===== config.mk =====
export PLATFORM = sky130hd
export DESIGN_NAME = snoop_responder
export DESIGN_NICKNAME = d
export VERILOG_FILES = /design/src/rtl/LLC_defs.sv /design/src/rtl/snoop_dir.sv /design/src/rtl/snoop_responder.sv
export SDC_FILE = /design/constraint.sdc
export NUM_CORES = 2
export LEC_CHECK = 0
export BUFFER_PORTS_ARGS = -buffer_cell sky130_fd_sc_hd__buf_2
export CAP_MARGIN = 30
export CORE_MARGIN = 1
export CORE_UTILIZATION = 45
export CTS_CLUSTER_DIAMETER = 40
export DETAILED_ROUTE_END_ITERATION = 10
export PLACE_DENSITY = 0.63
export SLEW_MARGIN = 20
export SYNTH_ARGS = -nofsm -noshare
export SYNTH_HDL_FRONTEND = slang
export SYNTH_HIERARCHICAL = 1
export SYNTH_MEMORY_MAX_BITS = 65536
export SYNTH_SLANG_ARGS = --single-unit

===== constraint.sdc =====
create_clock -name clk -period 12.7 [get_ports clk]
set_input_delay 1.27 -clock clk [delete_from_list [all_inputs] [get_ports clk]]
set_output_delay 1.27 -clock clk [all_outputs]
set_load 0.1 [all_outputs]

===== src/rtl/LLC_defs.sv =====
// Shared last-level-cache bus definitions plus the snoop responder's state encoding.
package LLC_defs;
   typedef enum logic [2:0] {
      NOBUSOP    = 3'd0,
      READ       = 3'd1,
      WRITE      = 3'd2,
      INVALIDATE = 3'd3,
      RWIM       = 3'd4
   } busOperation;

   typedef enum logic [1:0] {
      HIT   = 2'b00,
      HITM  = 2'b01,
      NOHIT = 2'b10
   } snoopResults;

   localparam int LINE_OFFSET_BITS = 6;

   typedef enum logic [1:0] {
      SNP_IDLE    = 2'd0,
      SNP_LOOKUP  = 2'd1,
      SNP_WB      = 2'd2,
      SNP_RESPOND = 2'd3
   } snoop_state_e;
endpackage


===== src/rtl/snoop_dir.sv =====
// Direct-mapped remote-line directory: flop array with one combinational read port,
// one write port and a single-cycle synchronous clear of all valid bits.
module snoop_dir #(
   parameter int ENTRIES = 256,
   parameter int IDX_W   = $clog2(ENTRIES),
   parameter int TAG_W   = 26 - IDX_W
) (
   input  logic             clk_i,
   input  logic             clr_i,
   input  logic [IDX_W-1:0] rd_idx_i,
   output logic             rd_valid_o,
   output logic [TAG_W-1:0] rd_tag_o,
   output logic             rd_dirty_o,
   input  logic             wr_en_i,
   input  logic [IDX_W-1:0] wr_idx_i,
   input  logic             wr_valid_i,
   input  logic [TAG_W-1:0] wr_tag_i,
   input  logic             wr_dirty_i
);
   logic [ENTRIES-1:0] valid_q;
   logic [TAG_W-1:0]   tag_q   [ENTRIES];
   logic               dirty_q [ENTRIES];

   assign rd_valid_o = valid_q[rd_idx_i];
   assign rd_tag_o   = tag_q[rd_idx_i];
   assign rd_dirty_o = dirty_q[rd_idx_i];

   always_ff @(posedge clk_i) begin
      if (clr_i) begin
         valid_q <= '0;
      end else if (wr_en_i) begin
         valid_q[wr_idx_i] <= wr_valid_i;
      end
   end

   // Tag and dirty carry no meaning without valid, so they are never cleared.
   always_ff @(posedge clk_i) begin
      if (wr_en_i) begin
         tag_q[wr_idx_i]   <= wr_tag_i;
         dirty_q[wr_idx_i] <= wr_dirty_i;
      end
   end
endmodule


===== src/rtl/snoop_responder.sv =====
// Models the other processors' LLCs on the shared bus: answers one bus operation at a
// time with HIT/HITM/NOHIT and applies the MESI snooper's state change to the remote copy.
module snoop_responder
   import LLC_defs::*;
#(
   parameter int DIR_ENTRIES = 256,
   parameter int HITM_DELAY  = 4
) (
   input  logic        clk,
   input  logic        rst_n,
   input  logic        req_valid,
   output logic        req_ready,
   input  busOperation req_op,
   input  logic [31:0] req_addr,
   output logic        rsp_valid,
   input  logic        rsp_ready,
   output snoopResults rsp_result,
   input  logic        pre_we,
   input  logic [31:0] pre_addr,
   input  logic        pre_dirty,
   output logic        proto_err,
   output logic [31:0] cnt_hit,
   output logic [31:0] cnt_hitm,
   output logic [31:0] cnt_nohit
);
   localparam int IDX_W  = $clog2(DIR_ENTRIES);
   localparam int LINE_W = 32 - LINE_OFFSET_BITS;
   localparam int TAG_W  = LINE_W - IDX_W;

   localparam logic [1:0] S_IDLE    = 2'(SNP_IDLE);
   localparam logic [1:0] S_LOOKUP  = 2'(SNP_LOOKUP);
   localparam logic [1:0] S_WB      = 2'(SNP_WB);
   localparam logic [1:0] S_RESPOND = 2'(SNP_RESPOND);

   logic [1:0]        state_q, state_d;
   busOperation       op_q, op_d;
   logic [LINE_W-1:0] addr_q, addr_d;
   logic [3:0]        wbcnt_q, wbcnt_d;
   snoopResults       result_q, result_d;
   logic              err_q, err_d;
   logic [31:0]       hit_q, hit_d, hitm_q, hitm_d, nohit_q, nohit_d;

   logic             rd_valid, rd_dirty, match;
   logic [TAG_W-1:0] rd_tag;
   logic             dir_we, dir_wvalid, dir_wdirty;
   logic [IDX_W-1:0] dir_widx;
   logic [TAG_W-1:0] dir_wtag;
   logic             unused_addr_bits;

   assign unused_addr_bits = ^{req_addr[LINE_OFFSET_BITS-1:0], pre_addr[LINE_OFFSET_BITS-1:0]};

   snoop_dir #(.ENTRIES(DIR_ENTRIES), .IDX_W(IDX_W), .TAG_W(TAG_W)) u_dir (
      .clk_i      (clk),
      .clr_i      (!rst_n),
      .rd_idx_i   (addr_q[IDX_W-1:0]),
      .rd_valid_o (rd_valid),
      .rd_tag_o   (rd_tag),
      .rd_dirty_o (rd_dirty),
      .wr_en_i    (dir_we),
      .wr_idx_i   (dir_widx),
      .wr_valid_i (dir_wvalid),
      .wr_tag_i   (dir_wtag),
      .wr_dirty_i (dir_wdirty)
   );

   assign match      = rd_valid && (rd_tag == addr_q[LINE_W-1:IDX_W]);
   assign req_ready  = rst_n && (state_q == S_IDLE) && !pre_we;
   assign rsp_valid  = (state_q == S_RESPOND);
   assign rsp_result = result_q;
   assign proto_err  = err_q;
   assign cnt_hit    = hit_q;
   assign cnt_hitm   = hitm_q;
   assign cnt_nohit  = nohit_q;

   always_comb begin
      state_d    = state_q;
      op_d       = op_q;
      addr_d     = addr_q;
      wbcnt_d    = wbcnt_q;
      result_d   = result_q;
      err_d      = err_q;
      hit_d      = hit_q;
      hitm_d     = hitm_q;
      nohit_d    = nohit_q;
      dir_we     = 1'b0;
      dir_widx   = pre_addr[LINE_OFFSET_BITS +: IDX_W];
      dir_wtag   = pre_addr[31 -: TAG_W];
      dir_wvalid = 1'b1;
      dir_wdirty = pre_dirty;
      case (state_q)
         S_IDLE: begin
            if (pre_we) begin
               dir_we = 1'b1;
            end else if (req_valid && req_op != NOBUSOP) begin
               op_d    = req_op;
               addr_d  = req_addr[31:LINE_OFFSET_BITS];
               state_d = S_LOOKUP;
            end
         end
         S_LOOKUP: begin
            dir_widx   = addr_q[IDX_W-1:0];
            dir_wtag   = addr_q[LINE_W-1:IDX_W];
            dir_wdirty = rd_dirty;
            result_d   = NOHIT;
            case (op_q)
               READ: begin
                  // Remote M->S: the writeback leaves the remote copy clean.
                  if (match && rd_dirty) begin
                     result_d   = HITM;
                     dir_we     = 1'b1;
                     dir_wdirty = 1'b0;
                  end else if (match) begin
                     result_d = HIT;
                  end
               end
               WRITE: begin
                  if (match && rd_dirty) err_d = 1'b1;
               end
               INVALIDATE: begin
                  if (match) begin
                     result_d   = HIT;
                     dir_we     = 1'b1;
                     dir_wvalid = 1'b0;
                     if (rd_dirty) err_d = 1'b1;
                  end
               end
               RWIM: begin
                  if (match) begin
                     result_d   = rd_dirty ? HITM : HIT;
                     dir_we     = 1'b1;
                     dir_wvalid = 1'b0;
                  end
               end
               default: result_d = NOHIT;
            endcase
            wbcnt_d = 4'(HITM_DELAY);
            state_d = (result_d == HITM && HITM_DELAY > 0) ? S_WB : S_RESPOND;
         end
         S_WB: begin
            if (wbcnt_q == 4'd1) state_d = S_RESPOND;
            else                 wbcnt_d = wbcnt_q - 4'd1;
         end
         default: begin
            if (rsp_ready) begin
               case (result_q)
                  HIT:     hit_d   = hit_q + 32'd1;
                  HITM:    hitm_d  = hitm_q + 32'd1;
                  default: nohit_d = nohit_q + 32'd1;
               endcase
               state_d = S_IDLE;
            end
         end
      endcase
   end

   always_ff @(posedge clk) begin
      if (!rst_n) begin
         state_q  <= S_IDLE;
         result_q <= NOHIT;
         err_q    <= 1'b0;
         hit_q    <= '0;
         hitm_q   <= '0;
         nohit_q  <= '0;
      end else begin
         state_q  <= state_d;
         result_q <= result_d;
         err_q    <= err_d;
         hit_q    <= hit_d;
         hitm_q   <= hitm_d;
         nohit_q  <= nohit_d;
      end
   end

   always_ff @(posedge clk) begin
      op_q    <= op_d;
      addr_q  <= addr_d;
      wbcnt_q <= wbcnt_d;
   end

`ifdef DEBUG
   always_ff @(posedge clk) begin
      if (rst_n && state_q == S_RESPOND && rsp_ready)
         $display("snoop_responder: %s addr=%h result=%s", op_q.name(),
                  {addr_q, {LINE_OFFSET_BITS{1'b0}}}, result_q.name());
   end
`endif
endmodule


; Yosys cells after proc, flatten, opt, wreduce, memory -nomap -nowiden
; Memories as Yosys holds them, arrays and structs flattened. A register that Yosys moved wholly into a read port is not among the register bits.
; Cells that the tools add are included.
; W data, S select, Z words.
[classes]
bitwise = 3
reduce_logical = 23
shifts = 0
n_eq_ne = 18
addsub = 4
n_div = 0
magnitude_cmp = 3
n_mul = 0
mux = 40
[ops]
columns = operator, n
row1 = $bwmux W256, 1
row2 = $add A32 B1 Y32 const B, 3
row3 = $mux W8, 3
row4 = $eq A18 B18 Y1, 1
row5 = $lt A8 B9 Y1 const B, 2
row6 = $mux W1, 18
row7 = $mux W18, 1
row8 = $mux W2, 8
row9 = $ne A2 B2 Y1 const B, 6
row10 = $pmux W2 S3, 2
row11 = $reduce_and A3 Y1, 4
row12 = $bmux W1 S8, 1
row13 = $demux W1 S8, 1
row14 = $ge A8 B1 Y1 const B, 1
row15 = $pmux W4 S2, 1
row16 = $eq A2 B1 Y1 const B, 3
row17 = $eq A3 B2 Y1 const B, 2
row18 = $logic_and A1 B1 Y1, 6
row19 = $pmux W1 S2, 3
row20 = $reduce_and A5 Y1, 1
row21 = $eq A2 B2 Y1 const B, 2
row22 = $eq A4 B1 Y1 const B, 1
row23 = $logic_not A2 Y1, 2
row24 = $mux W4, 1
row25 = 13 further kinds, 17
[totals]
latchBits = 0
regBits = 390
in_bits = 73
ram_bits = 4864
memories = 2
mem_bits_ro = 0
wordCells = 103
[mem_list]
columns = memory, words, word_bits, rd, rd_ports_with_merged_regs, write_ports, line
row1 = u_dir.tag_q, 256, 18, 1, 1, 1, snoop_dir.sv:21  ; logic [TAG_W-1:0] tag_q [ENTRIES];
row2 = u_dir.dirty_q, 256, 1, 1, 1, 1, snoop_dir.sv:22  ; logic dirty_q [ENTRIES];

; Depth between registers and ports, before layout
[logic_depth]
word_depth = 10
depth_mapped = 27
ltp_nobuf = 18

; Hierarchy
; The synthesis kept the hierarchy.
[modules_own_cells]
columns = mod, n_inst, seq_area_each_um2, area_per_inst_um2, cells_each
row1 = snoop_dir, 1, 151185.0, 200411.0, 10002
row2 = snoop_responder, 1, 3012.9, 6461.2, 661

; Worst setup path before layout
; OpenSTA, ideal clock, no wires.
[synth_path]
path_kind = register -> register
from = reg addr_q[0]
to = mem u_dir.dirty_q[0] (data pin)
path_stages_with_launch = 16
required_ns = 11.114
path_slack_ns = 0.921
n_path_buf = 5
setup_time_ns = 1.586
synth_period_minus_slack_ns = 11.779
arrival_time_ns = 10.194
cell_sequence = edfxtp_1 buf_6 buf_12 buf_6 buf_4 buf_2 mux4_2 mux4_2 a22o_1 nor4_1 a211oi_1 xnor2_1 nand3_1 nand3b_1 nor4_1 o22ai_1
[synth_via]
elab_chain_len = 7
[synth_rtl]
columns = item, line
row1 = start: declaration, snoop_responder.sv:37  ; logic [LINE_W-1:0] addr_q, addr_d;
row2 = start signal: assignment, snoop_responder.sv:176  ; addr_q <= addr_d;
row3 = $bmux W1 S8, snoop_dir.sv:24  ; assign rd_valid_o = valid_q[rd_idx_i];
row4 = $mux W1 (not written as such), snoop_dir.sv:24
row5 = $logic_and A1 B1 Y1, snoop_responder.sv:66  ; assign match = rd_valid && (rd_tag == addr_q[LINE_W-1:IDX_W]);
row6 = $logic_and A1 B1 Y1, snoop_responder.sv:108  ; if (match && rd_dirty) begin
row7 = $mux W1, snoop_responder.sv:108
row8 = $mux W1, snoop_responder.sv:105  ; case (op_q)
row9 = $mux W1, snoop_responder.sv:90  ; case (state_q)
row10 = via dir_wdirty, snoop_responder.sv:45  ; logic dir_we, dir_wvalid, dir_wdirty;
row11 = end: declaration, snoop_dir.sv:22
; The timed path passes the listed nets, and every way through them passes these cells. The select of a mux whose other input is x is not followed.

; Final worst setup path
[layout_path]
from = reg addr_q[0]
to = mem u_dir/tag_q[171][1] (netlist name) (enable)
[layout_via]
elab_chain_len = 9
word_cells_on_any_way = 11
classes_between = mux (9) / reduce/logical (2)
[layout_rtl]
columns = item, line
row1 = $bmux W1 S8 *, snoop_dir.sv:24
row2 = $mux W1 (not written as such) *, snoop_dir.sv:24
row3 = $logic_and A1 B1 Y1 *, snoop_responder.sv:66
row4 = $logic_and A1 B1 Y1, snoop_responder.sv:108
row5 = $mux W1, snoop_responder.sv:108
row6 = $pmux W1 S2 *, snoop_responder.sv:105
row7 = $pmux W1 S2 *, snoop_responder.sv:90
row8 = via dir_we, snoop_responder.sv:45
row9 = $mux W1 *, snoop_dir.sv:38  ; if (wr_en_i) begin
row10 = $mux W1 (not written as such) *, snoop_dir.sv:39  ; tag_q[wr_idx_i] <= wr_tag_i;
row11 = end: declaration, snoop_dir.sv:21
; Mark *: on every way through the listed nets, which the timed path passes. The rest lies on a longest branch. The select of a mux whose other input is x is not followed.

==> results.cfg <==
[outcome]
status = finished clean

[sta]
slew_violations = 0
finalSetupViolations = 0
min_period_ps = 10950
tightest_slew_ps = 1360
relSlewSlack_pct = 9.35
hold_viol = 0
finalCritPeriodShare_pct = 86.2
rsz0062_at_grt = no
tns_ps = 0
clock.fmax_ghz = 0.0914
skew_ps = 42.6

[place]
dp_hpwl_um = 336000
gp_congestion = 0.883
io_buffer_count = 161

[synth]
yosys-top-cells-area = edfxtp_1 71%, mux4_2 11%, dfxtp_1 3.5%
synth_top_area_cell = edfxtp_1
syn-mean-instance-area_um2 = 19.4
synth_edf_count = 4897
synth.distinct_cells = 90
synth-main-ff-cell = edfxtp_1
synth_area_um2 = 207000
netlist_instances = 10700
ys_ff_latch = 5254
syn_nets = 10700
synthArstFlopShare_pct = 0
synthDominantCellAreaShare_pct = 71.1
ys_warn_count = 6
synth_seq_area_share_pct = 74.5

[floorplanning]
die_area_um2 = 462000
die_x_um = 680
rows = 248
die_y_um = 680
initial_core_util_pct = 45.3
ios = 174
coreArea_um2 = 457000

[grt]
grt_max_degree = 195
antenna_found_initial = 37
grt_pass1_vias = 110000
grt_overflow_total = 0
grt_pass1_wl_um = 810000
track_usage_pct = 24.5

[setup_path]
rr_worst_depth = 21
r2r-start = addr_q[0]
crit_type = register to register
cp_max_fo = 39
path_common_cell = buf_4
path_buf_inv = 5
worstPathCellList = buf_4 > buf_12 > buf_4 > mux4_1 > and3_1 > a2111o_1 > o2111ai_1 > or3_1 > or4_1 > a21oi_1 > xor2_1 > nor4_1 > nand4_1 > nor2_1 > a32o_1 > nand2_1 > nor2_1 > nand3_4 > buf_4 > nor2_2 > buf_4
cpPeakStageDelay_ps = 980
worstPathRequired_ps = 13440
startpoint = addr_q[0]
worst_path_max_delay_cell = edfxtp_1
end_kind = register
reg2reg_slack_ps = 1750
start_kind = register
critPathArrivalTime_ps = 11690
r2r_end = u_dir/tag_q[171][1]
crit_family = simple AND/OR/NAND/NOR gates

[cells_and_area]
drive_gt1_share_pct = 26.1
num-nets-final = 11300
syn_to_final_growth_pct = 14.4
utilization_pct = 51.8
final_common_cell = edfxtp_1
layout_common_cells = 4897 x edfxtp_1, 1038 x mux4_2, 641 x mux2i_1

[routing]
drtAntennaViolNets = 0
post_drt_via_cell_ratio = 6.20
drc = 0
drtIter0Drc = 13600
dr_total_vias = 111000
drtPass1Iterations = 8
wl_per_cell_um = 32.3
wirelength_um = 579000

[hold_path]
hold_end = addr_q[8]
hp-class = input pin to register
hp-start = req_addr[14]
whs_path_depth = 1

[clocking]
clk_pin_slew_worst_paths_ps = 60
post_cts_buffers = 0
numClockSinks = 5254
cts_root_buffer = clkbuf_16
cts_tree = built
cts_hold_buf = 0
clock_latency_ps = 1070
htree_levels = 6
cts_resized = 0
cts_buffers = 595
clk_path_buf_depth = 4

[pwr]
irDropWorstVdd_uv = 153
power.density_nw_per_um2 = 179
leakagePower_nw = 75.7

[run]
cap_violations = 0
[kinds of logic after synthesis]
logic type,count (synthesis),share of synthesized area (%)
DFF,5254,74.5
muxes,1772,15.2
buffers and inverters,723,2.24
AOI/OAI and AO/OA,1357,4.24
adders and majority gates,10,0.0605
xor gates and xnor gates,107,0.453
and+or+nand+nor,1440,3.24
[Yosys cell counts (40+ instances only)]
cell type and number:
mux4_2 1038, buf_8 40, nand2_1 466, mux4_1 43, xnor2_1 42, mux2_2 49
a21oi_1 397, xor2_1 65, nor3_1 155, nand4_1 51, buf_4 81, clkbuf_1 326
o21ai_0 288, nand3_1 86, buf_1 44, edfxtp_1 4897, a211oi_1 59, buf_2 107
mux2i_1 641, o221ai_1 209, o22ai_1 179, dfxtp_1 357, nor2_1 432, buf_6 60
[where the power goes]
part	switching (W)	internal [W]	total [W]
Combinational	0.00362	0.00137	0.00499
Clock	0.00703	0.0102	0.0172
Sequential	0.0000642	0.0202	0.0203
Total	0.0107	0.0317	0.0425
[cell type report]
class,count,area (um^2)
repair buffers,698,5620
clock buffers,714,15900
clock inverters,375,3870
inverters,19,95.1
multi-input cells,4686,49300
diodes,28,70.1
flip-flops and latches,5254,154000
well taps,6125,7660
fillers,35700,220000
[sequential cells by signal (all words and copies together), names as in the netlist, 3 cells and up]
name / cells
u_dir/valid_q: 256
wbcnt_q: 4
cnt_hitm: 32
addr_q: 26
cnt_nohit: 32
cnt_hit: 32
op_q: 3
u_dir/tag_q: 4608
u_dir/dirty_q: 256
[routing by layer]
| metal | GRT usage [%] | vias to the layer above | routed length, um |
|---|---|---|---|
| met4 | 11.6 | 18 | 30000 |
| met5 | 0 | - | 134 |
| met1 | 32.9 | 58400 | 221000 |
| met3 | 4.78 | 1116 | 55800 |
| li1 | - | 45300 | - |
| met2 | 38.6 | 6173 | 272000 |
[how the worst max path moves through the flow]
stage | slack [ps] | cells after the start | end
after floorplan | 920 | 15 | u_dir/dirty_q[0]
after global placement | 1890 | 21 | u_dir/tag_q[171][12]
after detailed placement | 2020 | 22 | u_dir/tag_q[171][12]
after CTS | 1990 | 22 | u_dir/tag_q[171][8]
after global routing | 1630 | 22 | u_dir/tag_q[171][5]
final | 1750 | 21 | u_dir/tag_q[171][1]
[per-stage QoR]
step	setup WS (ps)	total power, W	hold WS [ps]	cell area (um^2)	instances
5_1_grt	1630	0.0435	371	237000	17900
4_1_cts	1990	0.0425	321	236000	17800
6_report	1750	0.0425	385	237000	17900
3_3_place_gp	1890	0.0253	457	216000	16700
2_1_floorplan	921	0.0235	449	207000	10700
3_5_place_dp	2020	0.0255	462	216000	16800
No activity file was read; power rests on OpenSTA's default activity.
